==> src/rtl/hex_event_reader_fsm_if.sv <==
// Bundles the buffer read port, the event output stream and the frame control/status
// of the hex event reader. master = the reader, slave = buffer/consumer/controller side.
interface hex_event_reader_fsm_if #(
   parameter int WIDTH = 64,
   parameter int DEPTH = 256
);
   localparam int AW = $clog2(DEPTH);

   logic              start;
   logic [31:0]       event_count;
   logic              rd_en;
   logic [AW-1:0]     rd_addr;
   logic [WIDTH-1:0]  rd_data;
   logic              valid_out;
   logic              ready_in;
   logic signed [15:0] q;
   logic signed [15:0] r;
   logic [7:0]        depth_val;
   logic [7:0]        material;
   logic              last;
   logic              busy;
   logic              done;
   logic [31:0]       read_count;
   logic              count_clamped;
   logic              pad_error;

   modport master (
      input  start, event_count, rd_data, ready_in,
      output rd_en, rd_addr, valid_out, q, r, depth_val, material,
             last, busy, done, read_count, count_clamped, pad_error
   );

   modport slave (
      output start, event_count, rd_data, ready_in,
      input  rd_en, rd_addr, valid_out, q, r, depth_val, material,
             last, busy, done, read_count, count_clamped, pad_error
   );
endinterface

==> src/rtl/hex_event_reader_fsm.sv <==
// Drains entries 0..N-1 of the frame event buffer through a 3-entry prefetch FIFO and
// presents unpacked hex events on a valid/ready stream.
module hex_event_reader_fsm #(
   parameter int WIDTH = 64,
   parameter int DEPTH = 256
) (
   input logic                    clk,
   input logic                    reset,
   hex_event_reader_fsm_if.master bus
);
   localparam int AW = $clog2(DEPTH);

   typedef enum logic [1:0] {IDLE, RUN, FLUSH, DONE} state_t;

   state_t           state_reg, state_next;
   logic [31:0]      total_reg;
   logic [31:0]      issued_reg;
   logic             inflight_reg;
   logic [1:0]       wr_ptr_reg, rd_ptr_reg, occ_reg;
   logic [WIDTH-1:0] fifo_mem [3];
   logic [31:0]      read_count_reg;
   logic             clamped_reg, pad_reg;

   logic             start_accept, clamp, issue, push, pop, valid, head_last;
   logic [31:0]      total_in;
   logic [WIDTH-1:0] head;

   function automatic logic [1:0] bump(input logic [1:0] p);
      return (p == 2'd2) ? 2'd0 : p + 2'd1;
   endfunction

   assign start_accept = (state_reg == IDLE) && bus.start;
   assign clamp        = bus.event_count > 32'(DEPTH);
   assign total_in     = clamp ? 32'(DEPTH) : bus.event_count;

   // Issue depends only on registered state: FIFO occupancy plus the one read in flight.
   assign issue = (state_reg == RUN) && (issued_reg < total_reg) &&
                  (({1'b0, occ_reg} + {2'b00, inflight_reg}) < 3'd3);
   assign push      = inflight_reg;
   assign valid     = (occ_reg != 2'd0);
   assign pop       = valid && bus.ready_in;
   assign head      = fifo_mem[rd_ptr_reg];
   assign head_last = valid && (read_count_reg == total_reg - 32'd1);

   always_comb begin
      state_next = state_reg;
      case (state_reg)
         IDLE:    if (bus.start) state_next = (total_in == 32'd0) ? DONE : RUN;
         RUN: begin
            if (pop && head_last)            state_next = DONE;
            else if (issued_reg == total_reg) state_next = FLUSH;
         end
         FLUSH:   if (pop && head_last) state_next = DONE;
         DONE:    state_next = IDLE;
         default: state_next = IDLE;
      endcase
   end

   always_ff @(posedge clk) begin
      if (reset) begin
         state_reg      <= IDLE;
         total_reg      <= '0;
         issued_reg     <= '0;
         inflight_reg   <= 1'b0;
         wr_ptr_reg     <= '0;
         rd_ptr_reg     <= '0;
         occ_reg        <= '0;
         read_count_reg <= '0;
         clamped_reg    <= 1'b0;
         pad_reg        <= 1'b0;
      end else begin
         state_reg    <= state_next;
         inflight_reg <= issue;
         if (start_accept) begin
            total_reg      <= total_in;
            clamped_reg    <= clamp;
            issued_reg     <= '0;
            read_count_reg <= '0;
            pad_reg        <= 1'b0;
         end else begin
            if (issue) issued_reg <= issued_reg + 32'd1;
            if (pop) begin
               read_count_reg <= read_count_reg + 32'd1;
               if (head[15:0] != 16'd0) pad_reg <= 1'b1;
            end
         end
         if (push) wr_ptr_reg <= bump(wr_ptr_reg);
         if (pop)  rd_ptr_reg <= bump(rd_ptr_reg);
         occ_reg <= occ_reg + {1'b0, push} - {1'b0, pop};
      end
   end

   // Storage is cleared on reset so the unpacked fields idle at zero.
   generate
      for (genvar gi = 0; gi < 3; gi++) begin : g_fifo
         always_ff @(posedge clk) begin
            if (reset)
               fifo_mem[gi] <= '0;
            else if (push && (wr_ptr_reg == 2'(gi)))
               fifo_mem[gi] <= bus.rd_data;
         end
      end
   endgenerate

   assign bus.rd_en         = issue;
   assign bus.rd_addr       = issued_reg[AW-1:0];
   assign bus.valid_out     = valid;
   assign bus.q             = head[63:48];
   assign bus.r             = head[47:32];
   assign bus.depth_val     = head[31:24];
   assign bus.material      = head[23:16];
   assign bus.last          = head_last;
   assign bus.busy          = (state_reg == RUN) || (state_reg == FLUSH);
   assign bus.done          = (state_reg == DONE);
   assign bus.read_count    = read_count_reg;
   assign bus.count_clamped = clamped_reg;
   assign bus.pad_error     = pad_reg;
endmodule

==> src/flat_wrapper.sv <==
// flat-port wrapper written by rule: the top's interface ports become plain ports
module hex_event_reader_fsm_flat 
#(
   parameter int WIDTH = 64,
   parameter int DEPTH = 256
)
  (clk, reset, bus_start, bus_event_count, bus_rd_data, bus_ready_in, bus_rd_en, bus_rd_addr, bus_valid_out, bus_q, bus_r, bus_depth_val, bus_material, bus_last, bus_busy, bus_done, bus_read_count, bus_count_clamped, bus_pad_error);
  hex_event_reader_fsm_if #(.WIDTH(WIDTH), .DEPTH(DEPTH)) bus_i ();
  input logic clk;
  input logic reset;
  input wire logic [$bits(bus_i.start)-1:0] bus_start;
  input wire logic [$bits(bus_i.event_count)-1:0] bus_event_count;
  input wire logic [$bits(bus_i.rd_data)-1:0] bus_rd_data;
  input wire logic [$bits(bus_i.ready_in)-1:0] bus_ready_in;
  output wire logic [$bits(bus_i.rd_en)-1:0] bus_rd_en;
  output wire logic [$bits(bus_i.rd_addr)-1:0] bus_rd_addr;
  output wire logic [$bits(bus_i.valid_out)-1:0] bus_valid_out;
  output wire logic [$bits(bus_i.q)-1:0] bus_q;
  output wire logic [$bits(bus_i.r)-1:0] bus_r;
  output wire logic [$bits(bus_i.depth_val)-1:0] bus_depth_val;
  output wire logic [$bits(bus_i.material)-1:0] bus_material;
  output wire logic [$bits(bus_i.last)-1:0] bus_last;
  output wire logic [$bits(bus_i.busy)-1:0] bus_busy;
  output wire logic [$bits(bus_i.done)-1:0] bus_done;
  output wire logic [$bits(bus_i.read_count)-1:0] bus_read_count;
  output wire logic [$bits(bus_i.count_clamped)-1:0] bus_count_clamped;
  output wire logic [$bits(bus_i.pad_error)-1:0] bus_pad_error;
  assign bus_i.start = bus_start;
  assign bus_i.event_count = bus_event_count;
  assign bus_i.rd_data = bus_rd_data;
  assign bus_i.ready_in = bus_ready_in;
  assign bus_rd_en = bus_i.rd_en;
  assign bus_rd_addr = bus_i.rd_addr;
  assign bus_valid_out = bus_i.valid_out;
  assign bus_q = bus_i.q;
  assign bus_r = bus_i.r;
  assign bus_depth_val = bus_i.depth_val;
  assign bus_material = bus_i.material;
  assign bus_last = bus_i.last;
  assign bus_busy = bus_i.busy;
  assign bus_done = bus_i.done;
  assign bus_read_count = bus_i.read_count;
  assign bus_count_clamped = bus_i.count_clamped;
  assign bus_pad_error = bus_i.pad_error;
  hex_event_reader_fsm #(.WIDTH(WIDTH), .DEPTH(DEPTH)) u_core (.clk(clk), .reset(reset), .bus(bus_i));
endmodule
==> config.mk <==
export PLATFORM = sky130hd
export DESIGN_NAME = hex_event_reader_fsm_flat
export DESIGN_NICKNAME = d
export VERILOG_FILES = /design/src/rtl/hex_event_reader_fsm_if.sv /design/src/rtl/hex_event_reader_fsm.sv /design/src/flat_wrapper.sv
export SDC_FILE = /design/constraint.sdc
export NUM_CORES = 1
export LEC_CHECK = 0
export ABC_AREA = 1
export CAP_MARGIN = 20
export CORE_ASPECT_RATIO = 0.9
export CORE_MARGIN = 2
export CORE_UTILIZATION = 48
export DETAILED_ROUTE_END_ITERATION = 7
export PLACE_DENSITY = 0.71
export SYNTH_ARGS = -nofsm -noshare
export SYNTH_HDL_FRONTEND = slang
export SYNTH_SLANG_ARGS = --single-unit
export TNS_END_PERCENT = 10
==> constraint.sdc <==
create_clock -name clk -period 8.2 [get_ports clk]
set_clock_uncertainty 0.15 [all_clocks]
set_input_delay 1.64 -clock clk [delete_from_list [all_inputs] [get_ports clk]]
set_output_delay 1.64 -clock clk [all_outputs]
set_load 0.01 [all_outputs]
Word level (Yosys, flattened, before mapping)
Memory sizes are Yosys's and may differ from the RTL's. A register that Yosys moved wholly into a read port is not among the register bits. Cells that the tools add are included. W data, S select, Z words.

Register bits after elaboration: 107. RAM bits: 192. Input bits: 100. Memories kept: 1.

$add $sub $neg: 8. Order comparisons: 3. Eq/ne operators: 11. Muxes and demuxes: 25. Bitwise logic cells: 3. Reduce and logical (&&, ||, !) cells: 18.

Memories: u_core.fifo_mem (depth 3, bits a word 64, read ports 1, clocked after Yosys merged registers in 1, write ports 3, line hex_event_reader_fsm.sv:20) `logic [WIDTH-1:0] fifo_mem [3];`.

Operators with widths (number): $mux W64 (3); $add A32 B1 Y32 const B (2); $eq A32 B32 Y1 (2); $gt A32 B9 Y1 const B (1); $logic_not A32 Y1 (1); $lt A32 B32 Y1 (1); $mux W32 (1); $sub A32 B1 Y32 const B (1); $mux W2 (9); $reduce_bool A16 Y1 (1); $mux W1 (11); $logic_and A1 B1 Y1 (9); $eq A2 B2 Y1 const B (4); $pmux W2 S4 (1); $add A2 B1 Y2 const B (2); $eq A2 B1 Y1 const B (2); $logic_not A2 Y1 (2); $add A2 B1 Y3 (1); $lt A3 B2 Y1 const B (1); $ne A3 B3 Y1 const B (1); $or A1 B1 Y1 (3); $reduce_and A3 Y1 (1); $add A2 B1 Y2 (1); $ne A2 B1 Y1 const B (1); 6 further kinds (6).

Logic depth before layout (Yosys ltp)
Word-level depth: 6. Mapped depth: 20. Mapped depth without buffers: 20.

Worst setup path before layout
No wires, ideal clock.

Kind: register -> register. Start point: register u_core.inflight_reg. End point: memory u_core.fifo_mem[2][0] (enable). Arrival: 5.196 ns. Required time: 7.469 ns. Slack: 2.274 ns. Cell stages (with the launch flop): 3. Clock period less this slack: 5.926 ns. Path through: dfxtp_1 inv_1 o31ai_1.

RTL lines: start, declared (line hex_event_reader_fsm.sv:18) `logic inflight_reg;`; start signal, assigned (line hex_event_reader_fsm.sv:73) `inflight_reg <= issue;`; end, declared (line hex_event_reader_fsm.sv:20).

Worst setup path in the final report
Start point: register u_core.state_reg[1]. End point: output bus_rd_en.

Word-level cells in the longest chain between the ends: 3.

Ends and longest elaborated chain: start, declared (line hex_event_reader_fsm.sv:15) `state_t state_reg, state_next;`; start signal, assigned (line hex_event_reader_fsm.sv:72) `state_reg <= state_next;`; $eq A2 B1 Y1 (line hex_event_reader_fsm.sv:37) `assign issue = (state_reg == RUN) && (issued_reg < total_reg) &&`; $logic_and A1 B1 Y1 (2 in series) (line hex_event_reader_fsm.sv:37); end, declared (line flat_wrapper.sv:15) `output wire logic [$bits(bus_i.rd_en)-1:0] bus_rd_en;`.

No other way between the ends.

==> results.sh <==
export IMPL_design_die_area_mm2=0.03298
export IMPL_cts_made_buffers=34
export IMPL_swShare_pct=29.57
export IMPL_track_usage_pct=24.60
export IMPL_syn_area_per_cell_um2=8.406
export IMPL_dr_total_vias=12791
export IMPL_worst_slack_ns=2.536
export IMPL_worstPathMaxFanout=35
export IMPL_p_sw_mw=1.317
export IMPL_setup_violations=0
export IMPL_regMostFlops="u_core.fifo_mem"
export IMPL_p_comb_share_pct=26.1
export IMPL_dp_slack_ns=3.146
export IMPL_die_w_um=191.2
export IMPL_ys_seq_elements=301
export IMPL_post_cts_buffers=0
export IMPL_area_growth_pct=22.80
export IMPL_slew_headroom_pct=33.97
export IMPL_slew_violations=0
export IMPL_startpoint_type="flip-flop"
export IMPL_htree_levels=2
export IMPL_antenna_cells=0
export IMPL_postCtsResizedCells=0
export IMPL_worst_ep_arrival_time_ns=3.87
export IMPL_io_pins=195
export IMPL_status="finished clean"
export IMPL_hold_class="reg2reg"
export IMPL_fin_crit_ns=5.664
export IMPL_power_internal_mw=3.136
export IMPL_yosysSeqAreaShare_pct=52.50
export IMPL_cts_buffer_depth=3
export IMPL_worstSetupEndpointType="primary output"
export IMPL_die_h_um=172.5
export IMPL_yosysWarnings=0
export IMPL_cts_sinks=301
export IMPL_synth_main_ff_cell="edfxtp_1"
export IMPL_port_buffers=194
export IMPL_cts_tree="done"
export IMPL_required_ns=6.41
export IMPL_min_period_over_period_pct=69.07
export IMPL_clock_latency_ns=0.51
export IMPL_yosysTopAreaCell="edfxtp_1"
export IMPL_drt_first_pass_iters=5
export IMPL_tns_ns=0
export IMPL_syn_area_mm2=0.01514
export IMPL_hold_viol=0
export IMPL_drive_gt1_share_pct=5.653
export IMPL_yosysUniqueCellTypes=49
export IMPL_antenna_left=0
export IMPL_overflow=0
export IMPL_synth_most_common_cell="nor2_1"
export IMPL_grt_antenna_before_repair=0
export IMPL_max_freq_mhz=176.6
export IMPL_gp_congestion=0.9657
export IMPL_async_flop_share_pct=0
export IMPL_wl_per_cell_um=16.98
export IMPL_start_util_pct=48.86
export IMPL_grt_max_degree=75
export IMPL_grt_pass1_wl_um=64020
export IMPL_mappedNetlistNets=1945
export IMPL_cts_hold_buffers=0
export IMPL_seqPwrFrac_pct=38.6
export IMPL_cts_root_buf="clkbuf_16"
export IMPL_rows=61
export IMPL_core_area_mm2=0.03099
export IMPL_nets=2117
export IMPL_first_iter_violations=1100
export IMPL_wl_um=40880
export IMPL_powerDensity_mw_per_mm2=239.5
export IMPL_dpl_hpwl_um=27860
export IMPL_drv_cap=0
export IMPL_critPathKind="reg2out"
export IMPL_worstMarginPinSlew_ns=0.9893
export IMPL_grt_pass1_vias=12168
export IMPL_rsz0062_at_grt="false"
export IMPL_cts_clk_slew_worst_paths_ns=0.06
export IMPL_synth_area_leaders="edfxtp_1 38%, dfxtp_1 14%, nor2_1 9.8%, nand2_1 8.6%, a21oi_1 5.4%"
export IMPL_synth_edf_count=192
export IMPL_power_frac_clock_pct=35.3
export IMPL_synth_top_cell_area_share_pct=38.08
export IMPL_largest_reg_flops=192
export IMPL_drc=0
export IMPL_vdd_drop_max_uv=176.1
export IMPL_synth_common_cells="397 x nor2_1, 346 x nand2_1, 196 x inv_1, 192 x edfxtp_1, 162 x a21oi_1"
export IMPL_power_leakage_nw=7.613
export IMPL_via_per_inst=5.312
export IMPL_synth_cells=1801
-- area by class of cell --
class / instances / area (um^2)
Clock inverter: 21 / 227.7
Tap cell: 409 / 511.7
Multi-Input combinational cell: 1231 / 6173
Sequential cell: 301 / 7950
Fill cell: 2742 / 12400
Timing Repair Buffer: 206 / 2032
Clock buffer: 41 / 949.7
Inverter: 199 / 747.0
-- cells by family after synthesis --
kind of cell             count (synthesis)  synth area share [%]
XOR/XNOR                                57                 3.479
buffers and inverters                  269                 6.884
adder cells (fa/ha/maj)                 44                 3.636
AO/OA/AOI/OAI                          219                 7.810
flip-flops                             301                 52.50
AND/OR/NAND/NOR                        911                 25.69
-- power groups by stage --
stage / Combinational [mW] / Clock (mW) / Sequential [mW]
global route: 1.27 / 1.65 / 1.73
floorplan: 0.595 / 0 / 1.74
global placement: 1.14 / 0 / 1.75
finish: 1.16 / 1.57 / 1.72
CTS: 1.16 / 1.59 / 1.72
detailed placement: 1.16 / 0 / 1.75
-- worst paths after layout --
path                                                         from                                 to  slack (ns)  cells after the start
worst max-delay path             u_core.state_reg[1]$_SDFFE_PP0P_                          bus_rd_en        2.54                      9
worst min-delay path            u_core.total_reg[31]$_SDFFE_PP0P_  u_core.total_reg[31]$_SDFFE_PP0P_        0.33                      2
worst max register to register   u_core.state_reg[1]$_SDFFE_PP0P_  u_core.issued_reg[4]$_SDFFE_PP0P_        4.96                     10
worst min register to register  u_core.total_reg[31]$_SDFFE_PP0P_  u_core.total_reg[31]$_SDFFE_PP0P_        0.33                      2
-- worst max-delay path, cell delays in order (launching register included) --
cell	delay, ns
dfxtp_1	0.35
inv_1	0.13
ha_1	0.24
nor3b_1	0.41
nand4_1	0.14
a211oi_1	0.28
nand2_1	0.09
buf_4	0.26
inv_1	0.77
clkdlybuf4s50_1	0.69
-- placed cells by master (no fill, tap or decap), drive strengths merged, types with 21 or more instances in the layout --
| cell | n |
|---|---|
| clkdlybuf4s50 | 194 |
| edfxtp | 192 |
| nor3 | 30 |
| nand2 | 355 |
| dfxtp | 109 |
| inv | 199 |
| xor2 | 36 |
| nand3 | 43 |
| a21oi | 162 |
| o21ai | 24 |
| clkbuf | 41 |
| nand4 | 21 |
| ha | 44 |
| nor2 | 413 |
| nor4 | 32 |
-- through the flow --
| step | util (%) | total power, mW | area (um^2) | hold WS [ns] | instances |
|---|---|---|---|---|---|
| final | 60.00 | 4.453 | 18590 | 0.3269 | 2408 |
| after CTS | 60.00 | 4.472 | 18590 | 0.3318 | 2408 |
| after global routing | 60.00 | 4.646 | 18590 | 0.3659 | 2408 |
| after detailed placement | 56.20 | 2.906 | 17410 | 0.3234 | 2346 |
| after floorplan | - | 2.340 | 15140 | 0.2972 | 1801 |
| after global placement | 56.20 | 2.888 | 17410 | 0.3054 | 2346 |
-- per-layer routing --
metal  global-route usage [%]  vias up  wire length [um]
li1                         -     6251                 -
met1                    36.08     5997             18890
met2                    38.38      490             18040
met3                    3.816       53              3271
met4                    5.518        0               673
met5                        0        -                 0
(Power assumes the default switching activity.)
